**config.mk**
```make
export PLATFORM = sky130hd
export DESIGN_NAME = sata_fis_ctrl_receiver
export DESIGN_NICKNAME = d
export VERILOG_FILES = /design/src/rtl/sata_fis_pkg.sv /design/src/rtl/sata_fis_ctrl_receiver.sv
export SDC_FILE = /design/constraint.sdc
export NUM_CORES = 1
export LEC_CHECK = 0
export CAP_MARGIN = 20
export CELL_PAD_IN_SITES_DETAIL_PLACEMENT = 2
export CELL_PAD_IN_SITES_GLOBAL_PLACEMENT = 2
export CORE_UTILIZATION = 33
export CTS_BUF_LIST = sky130_fd_sc_hd__clkbuf_4 sky130_fd_sc_hd__clkbuf_8
export DETAILED_ROUTE_END_ITERATION = 7
export PLACE_DENSITY = 0.89
export SLEW_MARGIN = 20
export SYNTH_ARGS = -nofsm -noshare
export SYNTH_HDL_FRONTEND = slang
export SYNTH_SLANG_ARGS = --single-unit
```
**constraint.sdc**
```tcl
create_clock -name clk -period 5.35 [get_ports clk]
set_input_delay 1.07 -clock clk [delete_from_list [all_inputs] [get_ports clk]]
set_output_delay 1.07 -clock clk [all_outputs]
set_load 0.02 [all_outputs]
```
**src/rtl/sata_fis_pkg.sv**
```systemverilog
`default_nettype none
// ----------------------------------------------------------------------------
// sata_fis_pkg: FIS type codes, receiver state encoding, type/length table.
// Rev 1.0
// ----------------------------------------------------------------------------
package sata_fis_pkg;

  localparam logic [7:0] FIS_REG_D2H      = 8'h34;
  localparam logic [7:0] FIS_PIO_SETUP    = 8'h5F;
  localparam logic [7:0] FIS_SET_DEV_BITS = 8'hA1;
  localparam logic [7:0] FIS_DMA_ACT      = 8'h39;

  typedef enum logic [1:0] {
    ST_IDLE = 2'd0,
    ST_RECV = 2'd1,
    ST_HOLD = 2'd2
  } rx_state_t;

  // Expected frame length in dwords; 0 marks an unsupported type.
  function automatic logic [7:0] fis_expected_len(input logic [7:0] fis_type);
    case (fis_type)
      FIS_REG_D2H, FIS_PIO_SETUP: return 8'd5;
      FIS_SET_DEV_BITS:           return 8'd2;
      FIS_DMA_ACT:                return 8'd1;
      default:                    return 8'd0;
    endcase
  endfunction

  function automatic logic fis_is_known(input logic [7:0] fis_type);
    case (fis_type)
      FIS_REG_D2H, FIS_PIO_SETUP, FIS_SET_DEV_BITS, FIS_DMA_ACT: return 1'b1;
      default:                                                   return 1'b0;
    endcase
  endfunction

endpackage
`default_nettype wire

```
**src/rtl/sata_fis_ctrl_receiver.sv**
```systemverilog
`default_nettype none
// ----------------------------------------------------------------------------
// sata_fis_ctrl_receiver: control-FIS receiver with valid/ready output; optional SATA_FIS_RX_LEN_CHECK_EN.
// Rev 1.0
// ----------------------------------------------------------------------------
module sata_fis_ctrl_receiver
  import sata_fis_pkg::*;
#(
  parameter int MAX_LEN = 5,
  parameter int LEN_W   = $clog2(MAX_LEN + 2)
) (
  input  logic              clk,
  input  logic              reset,
  input  logic [31:0]       i_dat,
  input  logic              i_val,
  input  logic              i_eop,
  input  logic              i_err,
  output logic              i_rdy,
  output logic [7:0]        o_dat_type,
  output logic [7:0]        o_dat_status,
  output logic [7:0]        o_dat_error,
  output logic              o_dat_intr,
  output logic              o_dat_dir,
  output logic [47:0]       o_dat_address,
  output logic [15:0]       o_dat_scount,
  output logic [7:0]        o_dat_estatus,
  output logic [15:0]       o_dat_tcount,
  output logic [31:0]       o_dat_sactive,
  output logic [LEN_W-1:0]  o_dat_len,
  output logic              o_dat_badcrc,
  output logic              o_dat_badlen,
  output logic              o_dat_unknown,
  output logic              o_val,
  input  logic              o_rdy
);

  localparam logic [LEN_W-1:0] CNT_SAT = LEN_W'(MAX_LEN + 1);

  rx_state_t                state;
  logic [MAX_LEN-1:0][31:0] dw;
  logic [MAX_LEN-1:0][31:0] nxt_dw;
  logic [LEN_W-1:0]         cnt;
  logic [LEN_W-1:0]         nxt_cnt;
  logic                     err_acc;
  logic                     nxt_err;
  logic                     beat;
  logic                     first;
  logic                     dec_badlen;
  logic                     dec_unknown;
  logic                     unused_bits;

  assign i_rdy = (state != ST_HOLD) | o_rdy;
  assign beat  = i_val & i_rdy;
  // Any beat taken outside RECV opens a new frame, including one taken in HOLD.
  assign first = (state != ST_RECV);

  always_comb begin
    nxt_dw  = dw;
    nxt_cnt = cnt;
    nxt_err = err_acc;
    if (first) begin
      nxt_dw    = '0;
      nxt_dw[0] = i_dat;
      nxt_cnt   = LEN_W'(1);
      nxt_err   = i_err;
    end else begin
      for (int k = 1; k < MAX_LEN; k++) begin
        if (cnt == LEN_W'(k)) nxt_dw[k] = i_dat;
      end
      if (cnt != CNT_SAT) nxt_cnt = cnt + 1'b1;
      nxt_err = err_acc | i_err;
    end
  end

  always_comb begin
    dec_unknown = ~fis_is_known(nxt_dw[0][7:0]);
`ifdef SATA_FIS_RX_LEN_CHECK_EN
    dec_badlen  = ~dec_unknown & (8'(nxt_cnt) != fis_expected_len(nxt_dw[0][7:0]));
`else
    dec_badlen  = 1'b0;
`endif
  end

  assign unused_bits = ^nxt_dw;

  always_ff @(posedge clk) begin
    if (reset) begin
      state         <= ST_IDLE;
      dw            <= '0;
      cnt           <= '0;
      err_acc       <= 1'b0;
      o_val         <= 1'b0;
      o_dat_type    <= '0;
      o_dat_status  <= '0;
      o_dat_error   <= '0;
      o_dat_intr    <= 1'b0;
      o_dat_dir     <= 1'b0;
      o_dat_address <= '0;
      o_dat_scount  <= '0;
      o_dat_estatus <= '0;
      o_dat_tcount  <= '0;
      o_dat_sactive <= '0;
      o_dat_len     <= '0;
      o_dat_badcrc  <= 1'b0;
      o_dat_badlen  <= 1'b0;
      o_dat_unknown <= 1'b0;
    end else begin
      if (beat) begin
        dw      <= nxt_dw;
        cnt     <= nxt_cnt;
        err_acc <= nxt_err;
      end

      case (state)
        ST_IDLE, ST_RECV: begin
          if (beat) state <= i_eop ? ST_HOLD : ST_RECV;
        end
        ST_HOLD: begin
          if (beat)       state <= i_eop ? ST_HOLD : ST_RECV;
          else if (o_rdy) state <= ST_IDLE;
        end
        default: state <= ST_IDLE;
      endcase

      if (beat & i_eop) begin
        o_val         <= 1'b1;
        o_dat_type    <= nxt_dw[0][7:0];
        o_dat_status  <= nxt_dw[0][23:16];
        o_dat_error   <= nxt_dw[0][31:24];
        o_dat_intr    <= nxt_dw[0][14];
        o_dat_dir     <= nxt_dw[0][13];
        o_dat_address <= {nxt_dw[2][23:0], nxt_dw[1][23:0]};
        o_dat_scount  <= nxt_dw[3][15:0];
        o_dat_estatus <= nxt_dw[3][31:24];
        o_dat_tcount  <= nxt_dw[4][15:0];
        o_dat_sactive <= nxt_dw[1];
        o_dat_len     <= nxt_cnt;
        o_dat_badcrc  <= nxt_err;
        o_dat_badlen  <= dec_badlen;
        o_dat_unknown <= dec_unknown;
      end else if (o_rdy) begin
        o_val <= 1'b0;
      end
    end
  end

endmodule
`default_nettype wire
```
* Word-level counts from Yosys, hierarchy flattened *
Index checks and enable logic that the tools add are counted.

storage, ports and cells
  bits of input ports = 38
  flip-flop bits (word level) = 286
  output and inout bits = 154
  logic and storage cells = 67

operators by class
  bitwise logic cells = 5
  add/sub/neg operators = 1
  reductions and logical operators = 6
  multiplexer cells = 17
  equal/unequal tests = 15

operator list
  kind                                                                     number
  32-bit two-way mux                                                       4
  112-bit two-way mux                                                      1
  8-bit by 6-bit == test with 1-bit output, second input constant          2
  16-bit two-way mux                                                       1
  8-bit by 7-bit == test with 1-bit output, second input constant          1
  8-bit == test, second input constant                                     1
  2-bit two-way mux                                                        4
  3-bit by 2-bit == test with 1-bit output, second input constant          2
  3-bit two-way mux                                                        2
  3-bit inequality test, second input constant                             2
  1-bit two-way mux                                                        4
  2-bit inequality test, second input constant                             2
  2-bit case mux with 2 select lines                                       1
  2-bit AND reduction                                                      2
  4-bit OR reduction                                                       1
  3-bit by 1-bit adder with 3-bit output, second input constant            1
  3-bit by 1-bit == test with 1-bit output, second input constant          1
  3-bit == test, second input constant                                     1
  1-bit bitwise AND                                                        2
  2-bit by 1-bit == test with 1-bit output, second input constant          1
  2-bit == test, second input constant                                     1
  2-bit zero test                                                          1
  2-bit by 1-bit inequality test with 1-bit output, second input constant  1
  1-bit bitwise OR                                                         2
  other kinds (3)                                                          3

* Longest topological paths before layout *
  depth in word-level cells = 6
  mapped depth = 9

* Least setup slack after synthesis *
No wires, ideal clock.

  path type = input port to output port
  start point = input port o_rdy
  end point = output port i_rdy
  buffers on the path = 1
  data required time = 4.280 ns
  data arrival time = 1.570 ns
  stages = 2
  slack = 2.710 ns
  cell sequence = or3b_1 > buf_2

between the ends
  word-level cells in the longest chain between the ends = 1

ends and longest elaborated chain
  what              RTL line                      source
  start, declared   sata_fis_ctrl_receiver.sv:34  input logic o_rdy
  1-bit bitwise OR  sata_fis_ctrl_receiver.sv:52  assign i_rdy = (state != ST_HOLD) | o_rdy;
  end, declared     sata_fis_ctrl_receiver.sv:18  output logic i_rdy,

Every way passes these cells.

* Worst setup path after layout *
Ends and elaborated chain as after synthesis.

==> metrics.md <==
| Metric | Value |
|---|---|
| Total wire length | around 43,000 µm |
| Slew headroom | between 20% and 30% |
| Vias per inst | 5.24 |
| Final nets | around 1,700 |
| Starting Density | about a third |
| Vias | between 10,000 and 15,000 |
| Total track usage | between 20% and 30% |
| Synth Net Count | about 1,600 |
| Crit Path Class | in -> out |
| CTS tree | yes |
| Largest net degree at the start of global routing | around 150 |
| Fmax | between 0.2 and 0.3 GHz |
| Global placement routability congestion | 0.742 |
| Ant. Diodes | 0 |
| # DRC | 0 |
| Largest stage delay, worst path | ~610 ps |
| Reg2Reg Capture Point | o_dat_address[17]$_SDFFE_PP0P_ |
| Number of port buffers | 190 |
| DIE AREA | ~35,000 µm² |
| Vias in the first global route | roughly 12,000 |
| Number of antenna violations at the first check in global routing | 1 |
| Total gr overflow | 0 |
| Clk pin slew, worst setup/hold paths | around 50 ps |
| Worst R2R Start | state[1]$_SDFFE_PP0P_ |
| Number of buffers created by CTS | between 40 and 50 |
| First-pass GRT wire length | 66,000 µm |
| Most frequent cells in the layout | nand2_1 (618), a21oi_1 (276), dfxtp_1 (256), clkdlybuf4s50_1 (189), nor2_1 (63) |
| Final min period | around 3700 ps |
| Final Skew | ~29 ps |
| Synth Instances | ~1,500 |
| Max-cap violations | 0 |
| Dpl cell area | roughly 13,000 µm² |
| Slew Limit Fails | 0 |
| CTS hold repair buffers | 0 |
| Initial DRT Pass Iterations | 4 |
| Die H | between 150 and 200 µm |
| Deepest clock path buffer count | 3 |
| Status | finished, final reports clean |
| Final period util | 69.7% |
| Hold/Removal Path Class | reg -> reg |
| Pwr dens | a little over 300 nW/µm² |
| WHS Path Cells | 2 |
| Area added between synthesis and finish | 23.6% |
| Internal power | between 3 and 4 mW |
| Final hold violations | 0 |
| Worst r2r path cells | 5 |
| Drt wl/cell | slightly above 20 µm |
| CTS H-tree lvls | 2 |
| Maximum VDD drop | about 0.00018 V |
| Postcts setup bufs | 0 |
| Share of layout cells above drive strength 1 | 8.00% |
| Filler cells | about 3,800 |
| Critical-path cell list | clkdlybuf4s50_1 > or3b_1 > clkdlybuf4s50_1 |
| Largest fanout on the critical path | 5 |
| #FFs+latches synth | approximately 260 |
| Pleak | roughly 4.3 nW |
| RSZ-0062 raised after global routing | no |
| CTS Root Cell | clkbuf_8 |
| Row count | between 60 and 70 |
| Syn Area/Cell | approximately 7.4 µm² |
| Clock power frac | between 40% and 50% |
| Routed Antenna Nets | 0 |
| Critical-path top delay cell | clkdlybuf4s50_1 |
| Hold wc startpoint | o_dat_sactive[26]$_SDFFE_PP0P_ |
| Most used cell, CP | clkdlybuf4s50_1 |
| Die Wd | ~190 µm |
| Sequential power share | a little under half |
| Worst-margin pin slew | 1140 ps |
| Logic pwr share | 9.5% |
| Clock sink count | approximately 260 |
| Final setup violation count | 0 |
| Crit start category | input port |
| Sequential area share after synthesis | between 40% and 50% |
| NetSw | between 1 and 1.5 mW |
| Worst Hold Path EP | o_dat_sactive[26]$_SDFFE_PP0P_ |
| Netlist cell types | between 40 and 50 |
| DP Wirelength | approximately 26,000 µm |
| Core area | 33,400 µm² |
| Initial drt markers | 481 |
| Yosys warnings | 0 |
| Setup TNS | 0 ps |
| CTS resizes | 0 |
| Post-synth EDFFs | 0 |
| IO Count | ~190 |
| R2r setup slk | ~2600 ps |
| Critical Path RT | ~4300 ps |
| Endpoint class of the critical path | primary output |
| Most common cell after layout, fill and taps aside | nand2_1 |
| Sw Ratio | 26.7% |
| Arr. time, crit path | 2660 ps |
| Design area | ~14,000 µm² |
| Post-Synthesis Cell Area | between 10,000 and 15,000 µm² |
| Async S/R FF share, synth | 0% |
| Ys flop type | dfxtp_1 |
| Clock Latency Late Sink | 570 ps |
## synth_stat cells (all sizes together), types with 2 or more instances
cell type  number  area share [%]
buf            87             6.0
inv             4            0.13
nand2         629              21
dfxtp         256              46
a31oi           2            0.11
nand4b          2            0.16
nand3           5            0.22
nor2b           3            0.17
a211oi          9            0.60
mux2i          28             2.5
nand2b          6            0.34
nor3b           3            0.20
a311oi         24             2.0
nand3b          3            0.20
o21ai           3            0.13
clkbuf         66             2.2
a21oi         295              14
nor3            3            0.13
ha              5            0.56
and3            2            0.11
and2            2            0.13
nor2           64             2.1
## state kept, by name, indices dropped and copies added (netlist names)
| signal | count |
|---|---|
| dw | 122 |
| o_dat_sactive | 8 |
| o_dat_dir | 1 |
| state | 2 |
| o_dat_type | 8 |
| o_dat_unknown | 1 |
| o_dat_status | 8 |
| err_acc | 1 |
| o_dat_tcount | 16 |
| o_dat_intr | 1 |
| o_dat_scount | 16 |
| o_val | 1 |
| o_dat_error | 8 |
| o_dat_address | 48 |
| o_dat_len | 3 |
| o_dat_badcrc | 1 |
| cnt | 3 |
| o_dat_estatus | 8 |
## routing by layer
layer	vias to the layer above	wire length [µm]	track usage [%]
li1	5086	-	-
met1	5468	18000	29.5
met2	274	21000	43.5
met3	96	2010	4.09
met4	0	1530	9.84
met5	-	0	0
## power groups by stage
| stage | sequential [mW] | clock [mW] | combinational (mW) |
|---|---|---|---|
| 2_1_floorplan | 2.02 | 0 | 0.243 |
| 3_3_place_gp | 2.01 | 0 | 0.401 |
| 3_5_place_dp | 2.01 | 0 | 0.410 |
| 4_1_cts | 1.97 | 1.98 | 0.415 |
| 5_1_grt | 1.97 | 2.07 | 0.442 |
| 6_report | 1.97 | 1.93 | 0.412 |
## per-stage QoR
step / total power, mW / utilization (%) / instances / setup slack, ps / hold slack [ps]
after floorplan: 2.27 / - / 1512 / 2710 / 436
after global placement: 2.41 / 38.6 / 2010 / 1690 / 440
after detailed placement: 2.42 / 38.6 / 2010 / 1620 / 449
after CTS: 4.37 / 41.4 / 2085 / 1620 / 459
after global routing: 4.49 / 41.4 / 2085 / 1590 / 478
final: 4.31 / 41.4 / 2085 / 1620 / 458
## cell type report
cell class	instances	area (µm²)	share of cell area, %
Clock buffer	72	897	6.48
Multi-Input combinational cell	1099	5180	37.4
Timing Repair Buffer	203	2020	14.6
Clock inverter	3	42.5	0.307
Sequential cell	256	5120	37.0
Inverter	4	15.0	0.108
Tap cell	448	561	4.05
## critical path: cells and delay by family
kind                   cells  cell delay [ps]
AND/OR/NAND/NOR            1              520
buffers and inverters      2             1070
## logic make-up after synthesis
group,synth area share (%)
mux,2.50
simple gates,25.6
xor+xnor,0.0783
compound gates,17.1
other cells,0.0335
flops,45.8
fa+ha+maj,0.559
buf+inv,8.35
## worst max-delay path by stage
stage / start / endpoint
floorplan: o_rdy / i_rdy
global placement: o_rdy / i_rdy
detailed placement: o_rdy / i_rdy
CTS: o_rdy / i_rdy
global route: o_rdy / i_rdy
finish: o_rdy / i_rdy
Power figures use the tool's default switching activity.
